===== src/rtl/ics_uart_rx.sv =====
// ics_uart_rx: 8E1 serial receiver with 2-flop input synchronizer, parity and framing checks.
module ics_uart_rx #(
    parameter int CLKS_PER_BIT = 80
) (
    input  logic       clk,
    input  logic       rst,
    input  logic       rx,
    output logic [7:0] data_out,
    output logic       data_valid,
    output logic       parity_err,
    output logic       frame_err,
    output logic       busy
);
    localparam int CW = $clog2(CLKS_PER_BIT) + 1;
    localparam logic [CW-1:0] HALF_M1 = CW'(CLKS_PER_BIT / 2 - 1);
    localparam logic [CW-1:0] FULL_M1 = CW'(CLKS_PER_BIT - 1);
    localparam logic [2:0] IDLE = 3'd0, START = 3'd1, DATA = 3'd2, PARITY = 3'd3, STOP = 3'd4, BREAK = 3'd5;
    logic [1:0] sync;
    logic [2:0] state;
    logic [CW-1:0] cnt;
    logic [2:0] bcnt;
    logic [7:0] shift;
    logic par;
    logic rx_s;
    logic tick;
    assign rx_s = sync[1];
    assign tick = cnt == '0;
    assign busy = state != IDLE;
    always_ff @(posedge clk or negedge rst) begin
        if (!rst) begin
            sync <= 2'b11;
            state <= IDLE;
            cnt <= '0;
            bcnt <= '0;
            shift <= '0;
            par <= 1'b0;
            data_out <= '0;
            data_valid <= 1'b0;
            parity_err <= 1'b0;
            frame_err <= 1'b0;
        end else begin
            sync <= {sync[0], rx};
            data_valid <= 1'b0;
            parity_err <= 1'b0;
            frame_err <= 1'b0;
            if (!tick) cnt <= cnt - 1'b1;
            case (state)
                IDLE: if (!rx_s) begin
                    state <= START;
                    bcnt <= '0;
                    cnt <= HALF_M1;
                end
                START: if (tick) begin
                    state <= rx_s ? IDLE : DATA;
                    cnt <= FULL_M1;
                end
                DATA: if (tick) begin
                    shift <= {rx_s, shift[7:1]};
                    bcnt <= bcnt + 1'b1;
                    cnt <= FULL_M1;
                    if (bcnt == 3'd7) state <= PARITY;
                end
                PARITY: if (tick) begin
                    par <= rx_s;
                    cnt <= FULL_M1;
                    state <= STOP;
                end
                STOP: if (tick) begin
                    data_out <= shift;
                    // A low stop bit parks in BREAK so a held-low line cannot look like a new start
                    if (rx_s) begin
                        parity_err <= ^{shift, par};
                        data_valid <= ~^{shift, par};
                        state <= IDLE;
                    end else begin
                        frame_err <= 1'b1;
                        state <= BREAK;
                    end
                end
                BREAK: if (rx_s) state <= IDLE;
                default: state <= IDLE;
            endcase
        end
    end
endmodule


===== config.mk =====
export PLATFORM = sky130hd
export DESIGN_NAME = ics_uart_rx
export DESIGN_NICKNAME = d
export VERILOG_FILES = /design/src/rtl/ics_uart_rx.sv
export SDC_FILE = /design/constraint.sdc
export NUM_CORES = 1
export LEC_CHECK = 0
export ABC_CLOCK_PERIOD_IN_PS = 4400
export BUFFER_PORTS_ARGS = -buffer_cell sky130_fd_sc_hd__buf_2
export CORE_MARGIN = 4
export CORE_UTILIZATION = 66
export CTS_BUF_LIST = sky130_fd_sc_hd__clkbuf_8
export CTS_CLUSTER_SIZE = 40
export DETAILED_ROUTE_END_ITERATION = 10
export PLACE_DENSITY = 0.95
export RECOVER_POWER = 25
export SYNTH_ARGS = -nofsm -noshare
export SYNTH_HDL_FRONTEND = slang
export SYNTH_SLANG_ARGS = --single-unit

===== constraint.sdc =====
create_clock -name clk -period 4.4 [get_ports clk]
set_input_delay 0.44 -clock clk [delete_from_list [all_inputs] [get_ports clk]]
set_output_delay 0.44 -clock clk [all_outputs]
set_load 0.01 [all_outputs]

* Word-level counts from Yosys, hierarchy flattened
Cells that the tools add are included.
Word-level totals: bits in registers 36, word-level logic and storage cells 63
Cells by class: add/subtract/negate cells 2, equal/unequal tests 13, multiplexer cells 26, reduce and logical (&&, ||, !) cells 12
Operators with widths (number):
- 3-bit 2-to-1 mux | 10
- 8-bit 2-to-1 mux | 3
- 3-bit one-hot mux with 6 select lines | 1
- 8-bit one-hot mux with 2 select lines | 1
- 2-bit != test, second input constant | 7
- 3-bit == test, second input constant | 3
- 1-bit 2-to-1 mux | 9
- 9-bit XNOR reduction | 1
- 9-bit parity | 1
- 8-bit zero test | 1
- 8-bit by 1-bit subtractor with 8-bit output, second input constant | 1
- 7-bit AND reduction | 1
- 3-bit by 2-bit == test with 1-bit output, second input constant | 2
- 3-bit one-hot mux with 2 select lines | 1
- 2-bit AND reduction | 3
- 3-bit by 1-bit adder with 3-bit output, second input constant | 1
- 3-bit by 1-bit == test with 1-bit output, second input constant | 1
- 3-bit zero test | 1
- 3-bit AND reduction | 1
- 3-bit nonzero test | 1
- 3-bit OR reduction | 1
- 2-bit 2-to-1 mux | 1
- 2-bit nonzero test | 1

* Logic depth before layout (Yosys ltp)
depth in word-level cells 4, depth in mapped cells 8, mapped depth without buffers 8

* Least setup slack after synthesis
No wires, ideal clock.
kind flip-flop to flip-flop, from register cnt[0], to register shift[0], setup time 125 ps, arrival 1592 ps, required time 4275 ps, setup slack 2683 ps, cell stages (with the launch flop) 8, clock period less this slack 1717 ps, path through dfrtp_1 inv_1 ha_1 nor4b_4 and2_4 buf_12 nand2_8 mux2_4
On the way: cells in the longest elaborated chain, start to end 2
RTL lines:
- from (decl) | RTL line 20 | logic [CW-1:0] cnt;
- from (signal assigned) | RTL line 46 | if (!tick) cnt <= cnt - 1'b1;
- 8-bit zero test | RTL line 27 | assign tick = cnt == '0;
- 2-bit AND reduction (no line)
- to (signal assigned) | RTL line 58 | shift <= {rx_s, shift[7:1]};
- to (decl) | RTL line 22 | logic [7:0] shift;
No other way between the ends. A chain may end at the register's enable or synchronous reset.

* Worst setup path in the final report
from register cnt[0], to register cnt[0]
On the way: cells in the longest elaborated chain, start to end 4, elaborated cells on any way between the ends 6
RTL lines:
- 8-bit by 1-bit subtractor with 8-bit output / 8-bit zero test (equally long branches) | RTL line 46, 27
- 8-bit 2-to-1 mux | RTL line 46
- 8-bit 2-to-1 mux (on tied branches)
- 8-bit one-hot mux with 2 select lines * | RTL line 47 | case (state)
Mark *: on every way between the ends. The rest lies on a longest branch, timed or not.

==> flow_summary_export.csv <==
group,metric,value,unit
run_status,status,"complete, but fails checks",
run_status,violations,"capacitance limit, slew limit",
placed_design,place_inst,179,
grt,use_met3,0.0648,
sta,rsz0062_at_grt,"false",
sta,final_hold_viol_count,0,
placed_design,numPortBuffers,14,
sta,setup_tns,0,ns
grt,grt.overflow.total,0,
job,cap_violations,1,
logic_synthesis,synth_edf_count,0,
grt,grt_use_met1,0.244,
drt,wl,3.12,mm
logic_synthesis,synthArstFlopShare,1.00,
drt,wl_per_cell,16.7,um
sta,fin_crit_sh,0.469,
logic_synthesis,ys_warn_count,0,
logic_synthesis,synth_seq_cells,36,
sta,worstMarginPinSlew,1.82,ns
die,dieArea,3570,sq um
die,num_rows,18,
cts,cts.path.max_buffers,2,
logic_synthesis,synthTopCellsByCount,"34 x dfrtp_1, 12 x nor2_1, 9 x mux2_2, 9 x mux2_4, 7 x a21oi_1",
drt,dr.pass1.iters,4,
logic_synthesis,syn_area_per_cell,12.7,sq um
sta,skew,0.0100,ns
worst_setup_path,required,4.57,ns
grt,grt_pass1_wl,5.34,mm
cts,cts_sinks,36,
pwr,pwr_density_cell,422,nW/um^2
layout,syn_to_final_growth,9.41,%
logic_synthesis,synth_cells,139,
drt,viasPerCell,6.07,
worst_setup_path,crit_path_end_kind,"flop",
layout,diodes,0,
min_path,hold_class,"in2reg",
placed_design,placedInstanceArea,1840,sq um
sta,slew_viol_final,37,
cts,h-tree-depth,2,
cts,post_cts_buffers,0,
logic_synthesis,ys_top_cells_by_area,"dfrtp_1 48%, mux2_4 7.6%, mux2_2 5.7%",
logic_synthesis,postSynthNetCount,147,
sta,post-route-min-period,2.06,ns
cts,ctsResizeCount,0,
logic_synthesis,ys.flop_type,"dfrtp_1",
sta,maxSlewHeadroom,-0.211,
layout,final_layout_size_suffix_gt1_frac,0.318,
worst_setup_path,timing.rr.start,"cnt[0]",
layout,final_util,0.767,
grt,grt-busiest-layer,"met2",
logic_synthesis,ys_seq_area_frac,0.511,
pwr,leakagePower,0.948,nW
logic_synthesis,synth_area,1770,sq um
logic_synthesis,yosysMostFrequentCell,"dfrtp_1",
die,start_util,0.701,
placed_design,gp_congestion,0.791,
worst_setup_path,startpoint,"cnt[0]",
cts,cts_hold_buf,0,
drt,drc,0,
layout,final_nets,164,
layout,fill_cells,155,
drt,first_iter_violations,41,
grt,grt_pass1_vias,1146,
sta,fmax,484,MHz
sta,finalSetupViolations,0,
layout,fin_area,1930,sq um
cts,insertion_delay,0.29,ns
worst_setup_path,worstPathArrival,2.23,ns
pwr,p_total,0.817,mW
drt,antenna_left,0,
die,die_w,59.8,um
die,die-height,59.8,um
logic_synthesis,yosysTopAreaCell,"dfrtp_1",
cts,cts_buffers,5,
pwr,vdd_ir_drop_max,0.339,mV
logic_synthesis,synth_top_cell_area_share,0.481,
cts,path_clk_slew,0.07,ns
worst_setup_path,cp_max_fo,12,
placed_design,dp_hpwl,2.30,mm
worst_setup_path,worstSetupPathType,"reg2reg",
die,core_area,2520,sq um
grt,grt.total_usage,0.210,
drt,vias,1136,
layout,final_cells,187,
grt,antenna_found_initial,0,
worst_setup_path,cp-start-kind,"flop",
grt,grt_max_degree,37,
cts,cts_tree,"built",
logic_synthesis,synthDistinctLibCells,40,
die,ioPinCount,15,
cts,ctsRootBufferMaster,"clkbuf_8",
min_path,min_from,"rx",
grt,met2_usage,0.346,
registers in the layout, summed over array words and instances (netlist names), 2 cells and up:
name,flops
bcnt,3
cnt,8
data_out,8
shift,8
state,3
sync,2
critical path, cell delays in order, from the launching register on:
cell and delay (ns):
dfrtp_1 0.39, inv_1 0.09, ha_1 0.16, nor4b_4 0.36
and2_4 0.34, inv_1 0.15, ha_1 0.30, nor2_1 0.11
a21oi_1 0.04
cells in the final DEF, fill, tap and decap left out, types with 2 or more instances in the layout:
cell	n
a21oi_1	7
a22o_1	2
buf_2	13
clkbuf_8	6
dfrtp_1	34
dfstp_2	2
ha_1	5
inv_1	5
mux2_2	9
mux2_4	9
mux2i_1	2
nand2_1	2
nand2b_1	2
nand3_1	2
nand3_4	2
nor2_1	12
nor2b_1	3
nor3_1	5
o21ai_0	6
or3_1	2
xnor2_1	4
xor2_1	4
power breakdown:
part | internal, mW | leakage [nW] | switching, mW
combinational | 0.0733 | 0.425 | 0.0842
clock | 0.125 | 0.0486 | 0.114
sequential | 0.370 | 0.474 | 0.0510
total | 0.568 | 0.948 | 0.249
path summary, 6_finish.rpt:
kind                            endpoint  slack (ns)  cells past startpoint
max in group asynchronous         cnt[7]        2.71                      1
worst max register to register    cnt[0]        2.34                      8
worst min-delay path             sync[0]        0.24                      1
worst max-delay path              cnt[0]        2.34                      8
min in group asynchronous         cnt[4]        0.63                      1
worst min register to register   sync[1]        0.36                      0
per-stage QoR:
stage,hold WS [ns],setup slack (ns)
floorplan,0.144,2.68
global placement,0.347,2.50
detailed placement,0.351,2.34
CTS,0.238,2.33
global route,0.235,2.18
finish,0.243,2.34
kinds of logic after synthesis:
kind of cell | count (synthesis) | share of synthesized area
AND/OR/NAND/NOR | 40 | 0.154
flip-flops | 36 | 0.511
AO/OA/AOI/OAI | 21 | 0.0743
multiplexers | 20 | 0.145
XOR/XNOR | 9 | 0.0524
buffers and inverters | 8 | 0.0276
adder cells (fa/ha/maj) | 5 | 0.0354
per-layer routing:
layer	share of wire	up-vias
met4	0.027	0
met2	0.53	38
met5	0	-
li1	-	521
met3	0.061	9
met1	0.38	568
layout make-up:
cell class | count | area, sq um | share of cell area
Clock inverter | 2 | 11.3 | 0.00582
Timing Repair Buffer | 14 | 68.8 | 0.0356
Inverter | 4 | 15.0 | 0.00776
Multi-Input combinational cell | 95 | 816 | 0.422
Sequential cell | 36 | 903 | 0.467
Tap cell | 30 | 37.5 | 0.0194
Clock buffer | 6 | 82.6 | 0.0427
No activity file was read; power rests on OpenSTA's default activity.
